## src/rtl/if_id_fifo.sv

```systemverilog
// IF/ID decoupling buffer: a small circular FIFO between fetch and decode.
// Fetch pushes {inst, addr} pairs. Decode sees the head entry, or a NOP when the
// buffer is empty. A flush drops every buffered entry. A stall holds the head entry.
// DEPTH must be a power of two from 2 to 16. Because of that, the pointers wrap
// naturally at their own width, and no separate wrap flag is needed.
module if_id_fifo #(
    parameter int unsigned       INST_W   = 32,
    parameter int unsigned       ADDR_W   = 32,
    parameter int unsigned       DEPTH    = 4,
    parameter logic [INST_W-1:0] NOP_INST = 32'h00000013
) (
    input  logic                     clk,
    input  logic                     rst,
    input  logic [INST_W-1:0]        inst_i,
    input  logic [ADDR_W-1:0]        inst_addr_i,
    input  logic                     valid_i,
    output logic                     ready_o,
    input  logic                     hold_en,
    input  logic                     flush_i,
    output logic [INST_W-1:0]        inst_o,
    output logic [ADDR_W-1:0]        inst_addr_o,
    output logic                     valid_o,
    output logic [$clog2(DEPTH):0]   count_o
);

    localparam int unsigned        PTR_W    = $clog2(DEPTH);
    localparam int unsigned        CNT_W    = PTR_W + 1;
    localparam int unsigned        ENT_W    = INST_W + ADDR_W;
    localparam logic [CNT_W-1:0]   FULL_CNT = CNT_W'(DEPTH);

    logic [PTR_W-1:0] wp_q, wp_d;
    logic [PTR_W-1:0] rp_q, rp_d;
    logic [CNT_W-1:0] cnt_q, cnt_d;

    // Storage is deliberately left unreset. valid_o masks stale contents.
    logic [ENT_W-1:0] mem_q [DEPTH];
    logic [ENT_W-1:0] head;

    logic push;
    logic pop;

    // Handshake status depends only on occupancy. A pop does not free a slot
    // until the next cycle.
    always_comb begin
        ready_o = (cnt_q != FULL_CNT);
        valid_o = (cnt_q != '0);
        push    = valid_i && ready_o && !flush_i;
        pop     = valid_o && !hold_en && !flush_i;
    end

    // Next-state for the pointers and the occupancy counter. A flush overrides any push or pop.
    always_comb begin
        wp_d  = wp_q;
        rp_d  = rp_q;
        cnt_d = cnt_q;
        if (flush_i) begin
            wp_d  = '0;
            rp_d  = '0;
            cnt_d = '0;
        end else begin
            if (push) wp_d = wp_q + PTR_W'(1);
            if (pop)  rp_d = rp_q + PTR_W'(1);
            case ({push, pop})
                2'b10:   cnt_d = cnt_q + CNT_W'(1);
                2'b01:   cnt_d = cnt_q - CNT_W'(1);
                default: cnt_d = cnt_q;
            endcase
        end
    end

    // Pointer and counter registers, with asynchronous active-low reset.
    always_ff @(posedge clk or negedge rst) begin
        if (!rst) begin
            wp_q  <= '0;
            rp_q  <= '0;
            cnt_q <= '0;
        end else begin
            wp_q  <= wp_d;
            rp_q  <= rp_d;
            cnt_q <= cnt_d;
        end
    end

    // Entry storage write. The array has no reset.
    always_ff @(posedge clk) begin
        if (push) mem_q[wp_q] <= {inst_i, inst_addr_i};
    end

    // Head presentation. When the buffer is empty, decode sees a NOP at address 0.
    always_comb begin
        head        = mem_q[rp_q];
        inst_o      = NOP_INST;
        inst_addr_o = '0;
        if (valid_o) begin
            inst_o      = head[ENT_W-1:ADDR_W];
            inst_addr_o = head[ADDR_W-1:0];
        end
        count_o = cnt_q;
    end

endmodule

```

## config.mk

```make
export PLATFORM = sky130hd
export DESIGN_NAME = if_id_fifo
export DESIGN_NICKNAME = d
export VERILOG_FILES = /design/src/rtl/if_id_fifo.sv
export SDC_FILE = /design/constraint.sdc
export NUM_CORES = 1
export LEC_CHECK = 0
export CELL_PAD_IN_SITES_DETAIL_PLACEMENT = 1
export CELL_PAD_IN_SITES_GLOBAL_PLACEMENT = 1
export CORE_MARGIN = 1
export CORE_UTILIZATION = 25
export CTS_CLUSTER_DIAMETER = 60
export CTS_CLUSTER_SIZE = 20
export DETAILED_ROUTE_END_ITERATION = 8
export GPL_TIMING_DRIVEN = 0
export HOLD_SLACK_MARGIN = 0.05
export PLACE_DENSITY_LB_ADDON = 0.1
export SYNTH_ARGS = -nofsm -noshare
export SYNTH_HDL_FRONTEND = slang
export SYNTH_SLANG_ARGS = --single-unit
```

## constraint.sdc

```tcl
create_clock -name clk -period 3.1 [get_ports clk]
set_clock_uncertainty 0.2 [all_clocks]
set_input_delay 0.465 -clock clk [delete_from_list [all_inputs] [get_ports clk]]
set_output_delay 0.465 -clock clk [all_outputs]
set_load 0.05 [all_outputs]
```

==> flow_summary.ini <==
[cells_and_area]
diodes = 0
drive_above_1_share_pct = 32.2
area_delta_synth_final_pct = 28.4
fin_nets = 722
post-route-util_pct = 32.9
fin_area_um2 = 13200

[setup_path]
crit_fanout = 10
path_class = flop to primary output
cp_cell_sequence = buf_6 > buf_12 > mux4_2 > or2_1 > dlygate4sd2_1
crit_buf_inv = 3
cpPeakStageDelay_ns = 0.50
reg2reg_slack_ns = 0.28
cp.required_ns = 2.43
crit_path_top_delay_cell = mux4_2
crit_family = buffers and inverters
crit_arrival_ns = 2.36
startpoint_type = flop
end_kind = primary output

[power]
powerDensity_nw_per_um2 = 835
ir_drop_v = 0.000462
power_w = 0.0110
p_leak_nw = 4.35

[yosys]
ys_seq_area_share_pct = 76.4
yosys-top-cells-area = edfxtp_1 75%, mux4_2 13%, and2_1 3.7%
synth_edf_count = 256
synth_xor_area_share_pct = 0.0851
synthSimpleGateAreaFrac_pct = 5.49
ys_warn_count = 0
synth_cell_types = 39
synth_top_area_share_pct = 74.7
yosys.area.top_type = edfxtp_1
synth-seq-cells = 263
async_reset_ff_share_pct = 2.66
yosysMostFrequentCell = edfxtp_1
muxShareOfSynthArea_pct = 14.1
synthFlopType = edfxtp_1
synth_area_um2 = 10300
synth_compound_area_share_pct = 1.11
synthAdderAreaFrac_pct = 0.681
syn-num-nets = 545
synth_top_family_by_area = multiplexers
synth_common_cells = 256 x edfxtp_1, 61 x and2_1, 61 x mux4_2
synth_area_per_cell_um2 = 21.8
syn_inst = 471

[sta]
final-setup-viol-count = 0
rsz0062_at_grt = no
slew_violations = 0
relSlewSlack_pct = 57.5
fin_crit_sh_pct = 97.5
hold_violations = 0
fmax_mhz = 331
finalCriticalPeriod_ns = 3.02
tightest_slew_ns = 0.638

[routing]
top_layer = met4
via_per_inst = 4.35
routed_wl_um = 24500
wl_met2_um = 12000
drtIter0Drc = 182
ant_nets = 0
drc = 0
routed-via-count = 5205
wl_met1_um = 10600
first_pass_iters = 4
wl_met3_um = 1330
wl_per_cell_um = 20.5

[place]
io_buffers = 136
dp_hpwl_um = 14300
dpl-instance-area_um2 = 12400
gp_congestion = 0.706

[die]
chipHeight_um = 205
dieArea_um2 = 42000
core_um2 = 40200
row_count = 73
fp.dieW_um = 205
num_io_pins = 138
initial_utilization_pct = 25.6

[clock_tree]
clkSinkCount = 263
cts-htree-levels = 1
clkTransAtPathRegs_ns = 0.06
numCtsBuffers = 29
worstSkewPairLatency_ns = 0.56
cts_tree = yes
cts_root_buf = clkbuf_16
clockBufferDepth = 3

[global_route]
gr-total-overflow = 0
grt_max_degree = 47
grt_pass1_wl_um = 36600
grt_antenna_before_repair = 0
grt_pass1_vias = 5822
grt_use_total_pct = 11.8

[run]
max_cap_viol_count = 0

[run_status]
status = finished, final reports clean

[worst_hold_path]
min_path_type = primary input to flop
## placed cells by master (no fill, tap or decap), types with 13 or more instances in the layout
cell | synthesis | final
buf_2 | 6 | 60
buf_4 | 2 | 13
edfxtp_1 | 256 | 256
mux4_2 | 61 | 61
and2_1 | 61 | 61
clkbuf_16 | 0 | 29
clkdlybuf4s50_1 | 0 | 70
## where the power goes
group	total, W	internal [W]	leakage [nW]	switching [W]
clock	0.00354	0.00191	0.482	0.00163
combinational	0.00338	0.00110	1.45	0.00228
sequential	0.00411	0.00405	2.42	0.0000605
## registers in the layout, summed over array words and instances, names as in the netlist
signal	cells
count_o	3
mem_q	256
rp_q	2
wp_q	2
## path summary, 6_finish.rpt
kind,depth (start not counted),from,to
worst max-delay path,5,rp_q[0],inst_o[1]
worst min-delay path,2,flush_i,wp_q[0]
worst max register to register,7,count_o[1],count_o[1]
worst min register to register,2,wp_q[0],wp_q[0]
max in group asynchronous,2,rst,count_o[1]
min in group asynchronous,2,rst,count_o[0]
## layer usage
layer,GRT usage (%),vias to the layer above
li1,-,2283
met1,15.0,2751
met2,20.0,128
met3,2.69,43
met4,3.68,0
met5,0,-
## cells by family (layout without fill, tap and decap cells)
logic type / count (synthesis) / count (layout)
flops: 263 / 263
simple gates: 88 / 88
mux: 64 / 64
buf+inv: 32 / 232
compound gates: 18 / 18
fa+ha+maj: 5 / 5
xor+xnor: 1 / 1
## repair_timing
| action | CTS | global route |
|---|---|---|
| hold buffers | 1 | 0 |
| pin swaps | 1 | 0 |
| gates resized for setup | 320 | 16 |
| setup endpoints to repair | 66 | 60 |
| hold endpoints to repair | 7 | 0 |
| gates cloned | 0 | 0 |
| setup buffers | 3 | 2 |
## through the flow
| stage | setup WS [ns] | TNS (ns) | hold slack (ns) | std cells |
|---|---|---|---|---|
| final | 0.0786 | 0 | 0.134 | 1196 |
| after global routing | 0.00164 | 0 | 0.137 | 1196 |
| after CTS | -0.177 | -0.177 | 0.105 | 1194 |
| after detailed placement | -0.407 | -58.79 | 0.400 | 1136 |
| after global placement | -1.02 | -274.74 | 0.379 | 1132 |
| after floorplan | 0.0790 | 0 | -0.0306 | 471 |
## layout make-up
cell class | instances | area (um^2)
plain buffers | 25 | 224
clock buffers | 30 | 729
clock inverters | 24 | 269
fillers | 4075 | 27000
inverters | 7 | 30.0
multi-input cells | 176 | 2230
flip-flops and latches | 263 | 7860
well taps | 525 | 657
repair buffers | 146 | 1210
No activity file was read; power rests on OpenSTA's default activity.
==> edit: new RTL, config.mk and constraints unchanged <==
Reset style: synchronous (`rst`), changed in one clocked block. Comments in the files are not updated.
--- a/src/rtl/if_id_fifo.sv
+++ b/src/rtl/if_id_fifo.sv
@@ -69,7 +69,7 @@
     end
 
     // Pointer and counter registers, with asynchronous active-low reset.
-    always_ff @(posedge clk or negedge rst) begin
+    always_ff @(posedge clk) begin
         if (!rst) begin
             wp_q  <= '0;
             rp_q  <= '0;
Check against the original RTL: differs if rst is asserted again (counterexample within 4 cycles, from zero or initial values and one cycle with rst low); with rst held inactive, the same outputs for 4 cycles.
==> edit against the unedited design <==
- setup slack gained 0.049 ns
- sequential cell count grew 2
- synthesized area shrank 0.63%
- design area grew 0.50%
- routed wire length shrank 4.2%
- cell count shrank 1.3%
- critical path depth is the same
- highest routed layer unchanged
Power is not compared: it rests on default switching activity, and its combinational part moved more than twofold at a synthesized area within 25%.
==> edit: results (changes against the unedited design) <==
The placer congestion estimate is 0.7002 (-0.77%). For the half-perimeter wire length after placement, the log shows 14630 um (+2.0%). After synthesis, the most frequently instantiated cells are edfxtp_1, mux4_2, and2_1. Arrival time reported for the critical path endpoint: 2.31 ns (-0.05 ns).

The pre-CTS setup slack is -0.3956 ns (+0.01178 ns), and the part of the Yosys area used for sequential elements is 0.7696 (+0.005354). The aggregate global-route resource usage is 0.1153 (-0.003103). The origin of the worst min-delay path is wp_q[0]. For the count of multi-input gates, the log shows 167 (-5.1%). The total detailed-routing wirelength is 23470 um (-4.2%). The share of cell area taken by multi-input logic gates was 0.1627 (-0.006025); the final-layout worst hold slack was 0.3064 ns (+0.1725 ns). The non-clock buffer contribution to total cell area was 0.1238 (+0.01519); the number of setup buffers added after CTS was 4 (+1).

The capture endpoint of the worst hold path is wp_q[0]. The filler cell count was 4022 (-1.3%). The tools report the number of design-rule violations left by the first detailed-router iteration as 200 (+9.9%). The startpoint identified for the worst register-to-register timing path is count_o[2]. The share of layout cells above drive strength 1 came out at 0.3206 (-0.001297).

The instance area after placement is 12380 sq um (-0.44%), and the routed wire length per instance is 19.89 um (-2.9%). The clock tree cell share of total cell area works out to 0.06925 (-0.006313). The arithmetic-cell share of the synthesized area counting full adders, half adders and majority gates is 0.008078 (+0.001267). The number of non-clock buffers in the layout came out at 166 (-2.9%). The synthesized netlist cell count was 460 (-2.3%).

Sorting the synthesized cells by area gives the leading types as edfxtp_1, mux4_2, and2_1. For the maximum number of pins on one net before global-route repair, the log shows 39 (-17%). The path class of the tightest hold or removal check is flop to flop. Mux cell area share after synthesis: 0.1414 (+0.0001643). Share of flip-flops with an asynchronous set or reset: 0 (-0.02662). The endpoint identified for the worst register-to-register timing path is count_o[2].

Number of gates given a new drive strength after cts: 221 (-31%). The later-pin clock latency in the skew report is 0.54 ns (-0.02 ns). In this run the static leakage power is 4.241 nW.

For the worst reg-to-reg setup slack, the log shows 0.30 ns (+0.02 ns). The peak supply drop was 341.3 uV. The net count after synthesis was 535 (-1.8%); the TritonCTS buffer count was 27 (-6.9%). The count of buffers inserted at the top-level ports is 137 (+0.74%), and the number of cell instances on the worst register-to-register path is 10 (+3). The number of global-route vias before repair was 5689 (-2.3%); the power per cell area was 582.6 nW/um^2. The post-synthesis cell type count was 32 (-18%). The register fraction of the total cell area is 0.5925 (-0.002594), and the xor/xnor cell area share of the yosys netlist is 0.001714 (+0.0008622). The logs give 709 (-1.8%) for the number of nets in the layout and 7.737 mW for the total power draw.

The slew at the pin closest to its max-slew limit came out at 0.5804 ns (-0.05726 ns). For the number of placed cells counting well taps, the log shows 1126 (-0.88%). The run finished with clean final reports. The tools report the first-pass GRT wire length as 35530 um (-2.8%).

The number of sinks on the clock net is 265 (+0.76%).
==> edit: worst max-delay path by stage <==
stage,endpoint,slack [ns],cells past startpoint,from
finish,inst_o[17],0.13,5,flop
global route,inst_addr_o[0],0.004,7,count_o[2]
CTS,inst_addr_o[13],0.003,5,flop
detailed placement,inst_addr_o[30],-0.40,5,count_o[1]
global placement,mem_q[0][55],-0.58,3,flush_i
floorplan,count_o[2],0.18,10,count_o[2]
==> edit: cell families after synthesis <==
group,count (synthesis)
buf+inv,28
fa+ha+maj,6
mux,64
xor+xnor,2
flops,265
simple gates,86
compound gates,9
==> edit: metal layers <==
metal,GRT usage,part of all wire,vias to the layer above
met2,0.2068,0.53,96
met5,0,0,-
met3,0.02200,0.043,33
met4,0.03438,0.017,0
met1,0.1391,0.41,2621
li1,-,-,2226
